`config.mk`:
```
export PLATFORM = sky130hd
export DESIGN_NAME = bcd_serial_adder
export DESIGN_NICKNAME = d
export VERILOG_FILES = /design/src/rtl/bcd_serial_adder_pkg.sv /design/src/rtl/bcd_serial_adder_digit.sv /design/src/rtl/bcd_serial_adder.sv
export SDC_FILE = /design/constraint.sdc
export NUM_CORES = 1
export LEC_CHECK = 0
export ABC_AREA = 1
export CELL_PAD_IN_SITES_DETAIL_PLACEMENT = 2
export CELL_PAD_IN_SITES_GLOBAL_PLACEMENT = 2
export CORE_MARGIN = 4
export CORE_UTILIZATION = 30
export DETAILED_ROUTE_END_ITERATION = 10
export GPL_TIMING_DRIVEN = 0
export PLACE_DENSITY = 0.75
export SYNTH_ARGS = -nofsm -noshare
export SYNTH_HDL_FRONTEND = slang
export SYNTH_SLANG_ARGS = --single-unit
```
`constraint.sdc`:
```
create_clock -name clk -period 2.26 [get_ports clk]
set_input_delay 0.339 -clock clk [delete_from_list [all_inputs] [get_ports clk]]
set_output_delay 0.339 -clock clk [all_outputs]
set_load 0.05 [all_outputs]
```
`src/rtl/bcd_serial_adder_pkg.sv`:
```
// Shared constants for the digit-serial BCD adder: digit width,
// decimal correction value and FSM state encodings.
package bcd_serial_adder_pkg;

  localparam int BCD_W = 4;
  localparam logic [BCD_W-1:0] BCD_CORR = 4'd6;

  localparam logic [1:0] S_IDLE = 2'd0;
  localparam logic [1:0] S_RUN  = 2'd1;
  localparam logic [1:0] S_DONE = 2'd2;

endpackage

```
`src/rtl/bcd_serial_adder_digit.sv`:
```
// Combinational single-digit BCD add: binary sum plus a +6 correction whenever
// the binary result exceeds 9 or overflows 4 bits. Illegal digits are not saturated.
module bcd_digit_add
  import bcd_serial_adder_pkg::*;
(
  input  logic [BCD_W-1:0] x,
  input  logic [BCD_W-1:0] y,
  input  logic             c,
  output logic [BCD_W-1:0] d,
  output logic             co
);

  logic [BCD_W:0] w_z;
  logic           w_dc;

  assign w_z  = {1'b0, x} + {1'b0, y} + {{BCD_W{1'b0}}, c};
  assign w_dc = w_z[4] | (w_z[3] & w_z[2]) | (w_z[3] & w_z[1]);
  assign d    = w_dc ? (w_z[BCD_W-1:0] + BCD_CORR) : w_z[BCD_W-1:0];
  assign co   = w_dc;

endmodule

```
`src/rtl/bcd_serial_adder.sv`:
```
// Digit-serial multi-digit BCD adder: one digit pair per clock, LSD first,
// with the decimal carry held in a flop between digits.
module bcd_serial_adder
  import bcd_serial_adder_pkg::*;
#(
  parameter int DIGITS = 4
) (
  input  logic                    clk,
  input  logic                    rst,
  input  logic                    start,
  input  logic [BCD_W*DIGITS-1:0] a,
  input  logic [BCD_W*DIGITS-1:0] b,
  input  logic                    cin,
  output logic                    busy,
  output logic                    done,
  output logic [BCD_W*DIGITS-1:0] sum,
  output logic                    cout,
  output logic                    err
);

  localparam int W     = BCD_W * DIGITS;
  localparam int IDX_W = (DIGITS > 1) ? $clog2(DIGITS) : 1;

  logic [1:0]       r_state;
  logic [W-1:0]     r_a;
  logic [W-1:0]     r_b;
  logic [W-1:0]     r_sum;
  logic             r_carry;
  logic             r_cout;
  logic             r_err;
  logic [IDX_W-1:0] r_idx;

  logic [BCD_W-1:0] w_d;
  logic             w_co;
  logic             w_last;
  logic             w_dig_err;
  logic [W-1:0]     w_sum_next;

  bcd_digit_add u_digit (
    .x  (r_a[BCD_W-1:0]),
    .y  (r_b[BCD_W-1:0]),
    .c  (r_carry),
    .d  (w_d),
    .co (w_co)
  );

  assign w_last    = (r_idx == IDX_W'(DIGITS - 1));
  assign w_dig_err = (r_a[BCD_W-1:0] > 4'd9) | (r_b[BCD_W-1:0] > 4'd9);

  // Result digits enter at the MSD end so that after DIGITS shifts digit 0 sits at the LSD.
  generate
    if (DIGITS == 1) begin : g_one
      assign w_sum_next = w_d;
    end else begin : g_many
      assign w_sum_next = {w_d, r_sum[W-1:BCD_W]};
    end
  endgenerate

  always_ff @(posedge clk or posedge rst) begin
    if (rst) begin
      r_state <= S_IDLE;
      r_a     <= '0;
      r_b     <= '0;
      r_sum   <= '0;
      r_carry <= 1'b0;
      r_cout  <= 1'b0;
      r_err   <= 1'b0;
      r_idx   <= '0;
    end else begin
      case (r_state)
        S_IDLE: begin
          if (start) begin
            r_a     <= a;
            r_b     <= b;
            r_carry <= cin;
            r_sum   <= '0;
            r_cout  <= 1'b0;
            r_err   <= 1'b0;
            r_idx   <= '0;
            r_state <= S_RUN;
          end
        end
        S_RUN: begin
          r_sum   <= w_sum_next;
          r_a     <= r_a >> BCD_W;
          r_b     <= r_b >> BCD_W;
          r_carry <= w_co;
          r_err   <= r_err | w_dig_err;
          r_idx   <= r_idx + 1'b1;
          if (w_last) begin
            r_cout  <= w_co;
            r_state <= S_DONE;
          end
        end
        S_DONE: r_state <= S_IDLE;
        default: r_state <= S_IDLE;
      endcase
    end
  end

  assign busy = (r_state == S_RUN);
  assign done = (r_state == S_DONE);
  assign sum  = r_sum;
  assign cout = r_cout;
  assign err  = r_err;

endmodule

```
# Yosys cells after proc, flatten, opt, wreduce, memory -nomap -nowiden
# Cells that the tools add are included.
classes:
  add_sub_neg: 4
  mul: 0
  div_mod_pow: 0
  n_lt_le_gt_ge: 2
  n_eq_ne: 5
  shifts: 0
  muxes: 18
  bitwise: 6
  n_reduce_logical: 5
ops:
  columns: ["cell", "count"]
  rows:
  - ["case mux 16 bit (2 select lines)", 3]
  - ["two-way mux 16 bit", 3]
  - ["> comparator 4 bit (second input constant)", 2]
  - ["case mux 2 bit (2 select lines)", 2]
  - ["two-way mux 2 bit", 3]
  - ["case mux 1 bit (2 select lines)", 3]
  - ["adder 4 x 4 -> 5 bit", 1]
  - ["adder 5 x 1 -> 5 bit", 1]
  - ["adder 4 x 3 -> 4 bit (second input constant)", 1]
  - ["== test 2 bit (second input constant)", 2]
  - ["two-way mux 4 bit", 1]
  - ["OR 1 bit", 4]
  - ["AND reduction 2 bit", 2]
  - ["two-way mux 1 bit", 3]
  - ["AND reduction 3 bit", 1]
  - ["adder 2 x 1 -> 2 bit (second input constant)", 1]
  - ["bitwise AND 1 bit", 2]
  - ["== test 2 x 1 -> 1 bit (second input constant)", 1]
  - ["zero test 2 bit", 1]
  - ["inequality test 2 x 1 -> 1 bit (second input constant)", 1]
  - ["inequality test 2 bit (second input constant)", 1]
  - ["nonzero test 2 bit", 1]
word_totals:
  reg_bits: 55
  latchBits: 0
  ram_bits: 0
  mem_bits_ro: 0
  input_bits: 36
  word_cells: 48
  n_memories: 0

# Longest topological paths before layout
logic_depth:
  depth_word: 7
  depth_mapped: 12

# Modules after synthesis
# A second synthesis with hierarchy kept.
hier_totals:
  hier_cells: 367
  area_unflattened_um2: 2945.3
modules_own_cells:
  columns: ["mod", "instances", "cells_per_inst", "area_per_inst_um2"]
  rows:
  - ["bcd_serial_adder", 1, 321, 2646.3]
  - ["bcd_digit_add", 1, 46, 299.0]

# Worst setup path after synthesis
# Ideal clock, no wire load.
synth_timing:
  path_kind: "register to register"
  from: "register r_a[0]"
  to: "register r_sum[13], in the netlist sum[13]"
  setup_ns: 0.118
  arrival_ns: 1.803
  required_ns: 2.142
  path_slack_ns: 0.338
  path_stages_with_launch: 10
  n_path_buf: 0
  cell_sequence: "dfrtp_1 -> fa_1 -> inv_1 -> fa_1 -> nand2_1 -> nand3_1 -> nand2_1 -> nand2_1 -> nand3_1 -> nand2_1"
synth_between:
  elab_chain_cells: 7
  word_cells_on_any_way: 9
  cone_classes: "add/sub (3); mux (2); bitwise (4)"
synth_rtl:
  columns: ["element", "line", "source"]
  rows:
  - ["start, declared", "bcd_serial_adder.sv:25", "logic [W-1:0] r_a;"]
  - ["start signal, assigned", "bcd_serial_adder.sv:85", "r_a <= r_a >> BCD_W;"]
  - ["adder 4 x 4 -> 5 bit *", "bcd_serial_adder_digit.sv:16", "assign w_z = {1'b0, x} + {1'b0, y} + {{BCD_W{1'b0}}, c};"]
  - ["adder 5 x 1 -> 5 bit *", "bcd_serial_adder_digit.sv:16", null]
  - ["branches (longest 3 deep; another with adder 4 x 3 -> 4 bit)", null, null]
  - ["two-way mux 4 bit *", "bcd_serial_adder_digit.sv:18", "assign d = w_dc ? (w_z[BCD_W-1:0] + BCD_CORR) : w_z[BCD_W-1:0];"]
  - ["case mux 16 bit (2 select lines) *", "bcd_serial_adder.sv:70", "case (r_state)"]
  - ["end signal, assigned", "bcd_serial_adder.sv:84", "r_sum <= w_sum_next;"]
  - ["end, declared", "bcd_serial_adder.sv:27", "logic [W-1:0] r_sum;"]
# Mark *: on every way between the ends.
# A chain may end at the register's enable or synchronous reset.

# Final worst setup path
layout_timing:
  from: "register r_carry"
  to: "register r_cout, in the netlist cout"
layout_between:
  elab_chain_cells: 6
  word_cells_on_any_way: 7
  cone_classes: "add/sub (1); mux (2); bitwise (4)"
layout_rtl:
  columns: ["element", "line", "source"]
  rows:
  - ["start, declared", "bcd_serial_adder.sv:28", "logic r_carry;"]
  - ["start signal, assigned", "bcd_serial_adder.sv:75", "r_carry <= cin;"]
  - ["start signal, assigned", "bcd_serial_adder.sv:87", "r_carry <= w_co;"]
  - ["adder 5 x 1 -> 5 bit *", "bcd_serial_adder_digit.sv:16", null]
  - ["bitwise AND 1 bit", "bcd_serial_adder_digit.sv:17", "assign w_dc = w_z[4] | (w_z[3] & w_z[2]) | (w_z[3] & w_z[1]);"]
  - ["OR 1 bit", "bcd_serial_adder_digit.sv:17", null]
  - ["OR 1 bit *", "bcd_serial_adder_digit.sv:17", null]
  - ["two-way mux 1 bit *", "bcd_serial_adder.sv:90", "if (w_last) begin"]
  - ["case mux 1 bit (2 select lines) *", "bcd_serial_adder.sv:70", null]
  - ["end signal, assigned", "bcd_serial_adder.sv:91", "r_cout <= w_co;"]
  - ["end, declared", "bcd_serial_adder.sv:29", "logic r_cout;"]
# Every way passes the cells marked *; elsewhere a longest branch is shown, timed or not. The select of a mux whose other input is x is not followed.

==> impl_metrics.json <==
{
  "multi_input_area_mm2": 0.00101,
  "first_pass_iters": 4,
  "clock_sinks": 55,
  "synth_top_area_cell": "dfrtp_1",
  "vias": 2292,
  "ir_drop_uv": 483,
  "post-route-min-period_ps": 2130,
  "grt-ovfl-total": 0,
  "rsz0062_at_grt": "false",
  "synthFlopType": "dfrtp_1",
  "synth-edff-count": 0,
  "avgViaCountPerCell": 4.96,
  "cts_tree": "done",
  "clk_latency_ps": 320,
  "synth.area.top_cells": "dfrtp_1, o21ai_0, nand2_1, inv_1, nand3_1",
  "placed_cells": 453,
  "port_buffers": 54,
  "met1_usage_pct": 19.9,
  "cts.clk_slew.worst_paths_ps": 120,
  "syn-num-nets": 336,
  "grt_max_degree": 35,
  "leakage_nw": 1.57,
  "endpoint_kind": "flip-flop",
  "chipHeight_um": 102,
  "hpwl_um": 5680,
  "clock.fmax_ghz": 0.468,
  "crit_type": "flip-flop to flip-flop",
  "synth_cells": 293,
  "ys_types": 26,
  "core_mm2": 0.00838,
  "avgSynthCellArea_um2": 9.01,
  "arrival_ps": 2370,
  "grt_use_met2_pct": 26.7,
  "async_flop_share_pct": 100,
  "final_nets": 399,
  "drt_iter0_markers": 46,
  "maxCapViolations": 0,
  "io_pins": 56,
  "die-area_mm2": 0.0104,
  "power_w": 0.00614,
  "worstMarginPinSlew_ps": 523,
  "netlist_top_cells_count": "dfrtp_1, nand2_1, inv_1, o21ai_0, nand3_1",
  "maxSlewViolCount": 0,
  "fillers": 923,
  "setup_tns_ps": 0,
  "routed_wirelength_um": 7460,
  "floorplan.rows": 33,
  "startpoint_type": "flip-flop",
  "synthToLayoutAreaGrowth_pct": 30.3,
  "synth_seq_cells": 55,
  "numCtsBuffers": 5,
  "powerDensity_mw_per_mm2": 1780,
  "gp_congestion": 0.728,
  "yosys.area.top_type_share_pct": 52.1,
  "setup_viol": 0,
  "cp_max_fo": 4,
  "hold_class": "input port to async pin",
  "busiest_layer": "met2",
  "slew_headroom_pct": 65.1,
  "seq_area_mm2": 0.00138,
  "status": "finished clean",
  "drc": 0,
  "wl_per_cell_um": 16.1,
  "final_util_pct": 41.1,
  "yosysSeqAreaShare_pct": 52.1,
  "holdWs_ps": 361,
  "hold_viol_final": 0,
  "drtAntennaViolNets": 0,
  "grt_pass1_vias": 2487,
  "dieWidth_um": 102,
  "yosysWarnings": 0,
  "final.setup_skew_ps": 11.4,
  "use_met3_pct": 2.87,
  "fin_crit_sh_pct": 94.5,
  "cts_max_path_buffers": 2,
  "initial_core_util_pct": 31.5,
  "cp.required_ps": 2490,
  "drive_gt1_share_pct": 12.3,
  "antenna_found_initial": 0,
  "synth_most_common_cell": "dfrtp_1",
  "synth_area_mm2": 0.00264,
  "htreeDepth": 2,
  "grt_pass1_wl_um": 12400,
  "antennaDiodeCount": 0,
  "cts_root_buf": "clkbuf_8",
  "grt.total_usage_pct": 15.3,
  "stdcell_count": 462
}
-- per-stage QoR --
| step | cell area (µm²) | worst slack, ps |
|---|---|---|
| after global routing | 3440 | 15.3 |
| after floorplan | 2640 | 338 |
| final | 3440 | 125 |
| after global placement | 3310 | -581 |
| after CTS | 3430 | 43.4 |
| after detailed placement | 3330 | -36.3 |
-- flip-flops by register name, summed over array words and instances (netlist names) --
name / count
sum: 16
err: 1
r_idx: 2
r_a: 16
r_carry: 1
r_b: 16
r_state: 2
cout: 1
-- routing by layer --
metal | part of all wire, % | vias up
met2 | 49 | 43
met3 | 4.5 | 6
met4 | 1.0 | 0
met5 | 0 | -
li1 | - | 1093
met1 | 45 | 1150
-- power breakdown --
group          leakage [nW]  internal, W  total [W]  switching [W]
logic                 0.829      0.00132    0.00383        0.00251
registers             0.690      0.00146    0.00171       0.000244
clock network        0.0467     0.000231   0.000598       0.000367
-- worst max-delay path, cell delays in order, from the launching register on --
cell     delay [ps]
dfrtp_1         420
fa_2            440
inv_1            80
fa_1            460
nand2_1         110
nand3_1         140
nand2_2         120
nand2_1          90
o21ai_0         180
-- logic make-up after synthesis --
logic type,after synthesis,synth area share [%]
buffers and inverters,59,9.81
DFF,55,52.1
adders and majority gates,7,3.89
AOI/OAI and AO/OA,93,20.6
and+or+nand+nor,79,13.6
-- worst paths after layout --
kind,slack [ps],from,to,cells after the start
max,130,r_carry,cout,8
min,360,rst,r_b[12],2
max reg2reg,130,r_carry,cout,8
min reg2reg,490,sum[2],sum[2],2
max in group asynchronous,1320,rst,r_b[1],3
min in group clk,400,start,r_b[13],3
-- cell usage in the layout (no fill, tap or decap), drive strengths merged --
cell type,n
nand2,45
clkinvlp,1
clkbuf,7
a22o,1
dfrtp,55
a21oi,19
a32o,4
nor2,16
ha,5
dlygate4sd2,1
inv,46
clkdlybuf4s15,1
clkdlybuf4s50,52
o21ai,59
buf,15
o22ai,9
nand3,18
o211ai,1
fa,2
-- what timing repair did --
item                                    in CTS  in global routing
endpoints found under the setup margin       3                  1
gates resized for setup                      5                  1
pin swaps                                    0                  1
setup buffers                                0                  1
hold buffers                                 0                  0
-- layout make-up --
type | count | area share [%]
multi-input combinational | 179 | 29.3
buffer | 15 | 2.58
tap | 105 | 3.82
clock buffer | 5 | 2.00
clock inverter | 3 | 0.800
timing repair buffer | 56 | 16.5
inverter | 44 | 4.95
sequential | 55 | 40.0
Note: power is estimated with default switching activity, not from simulation.
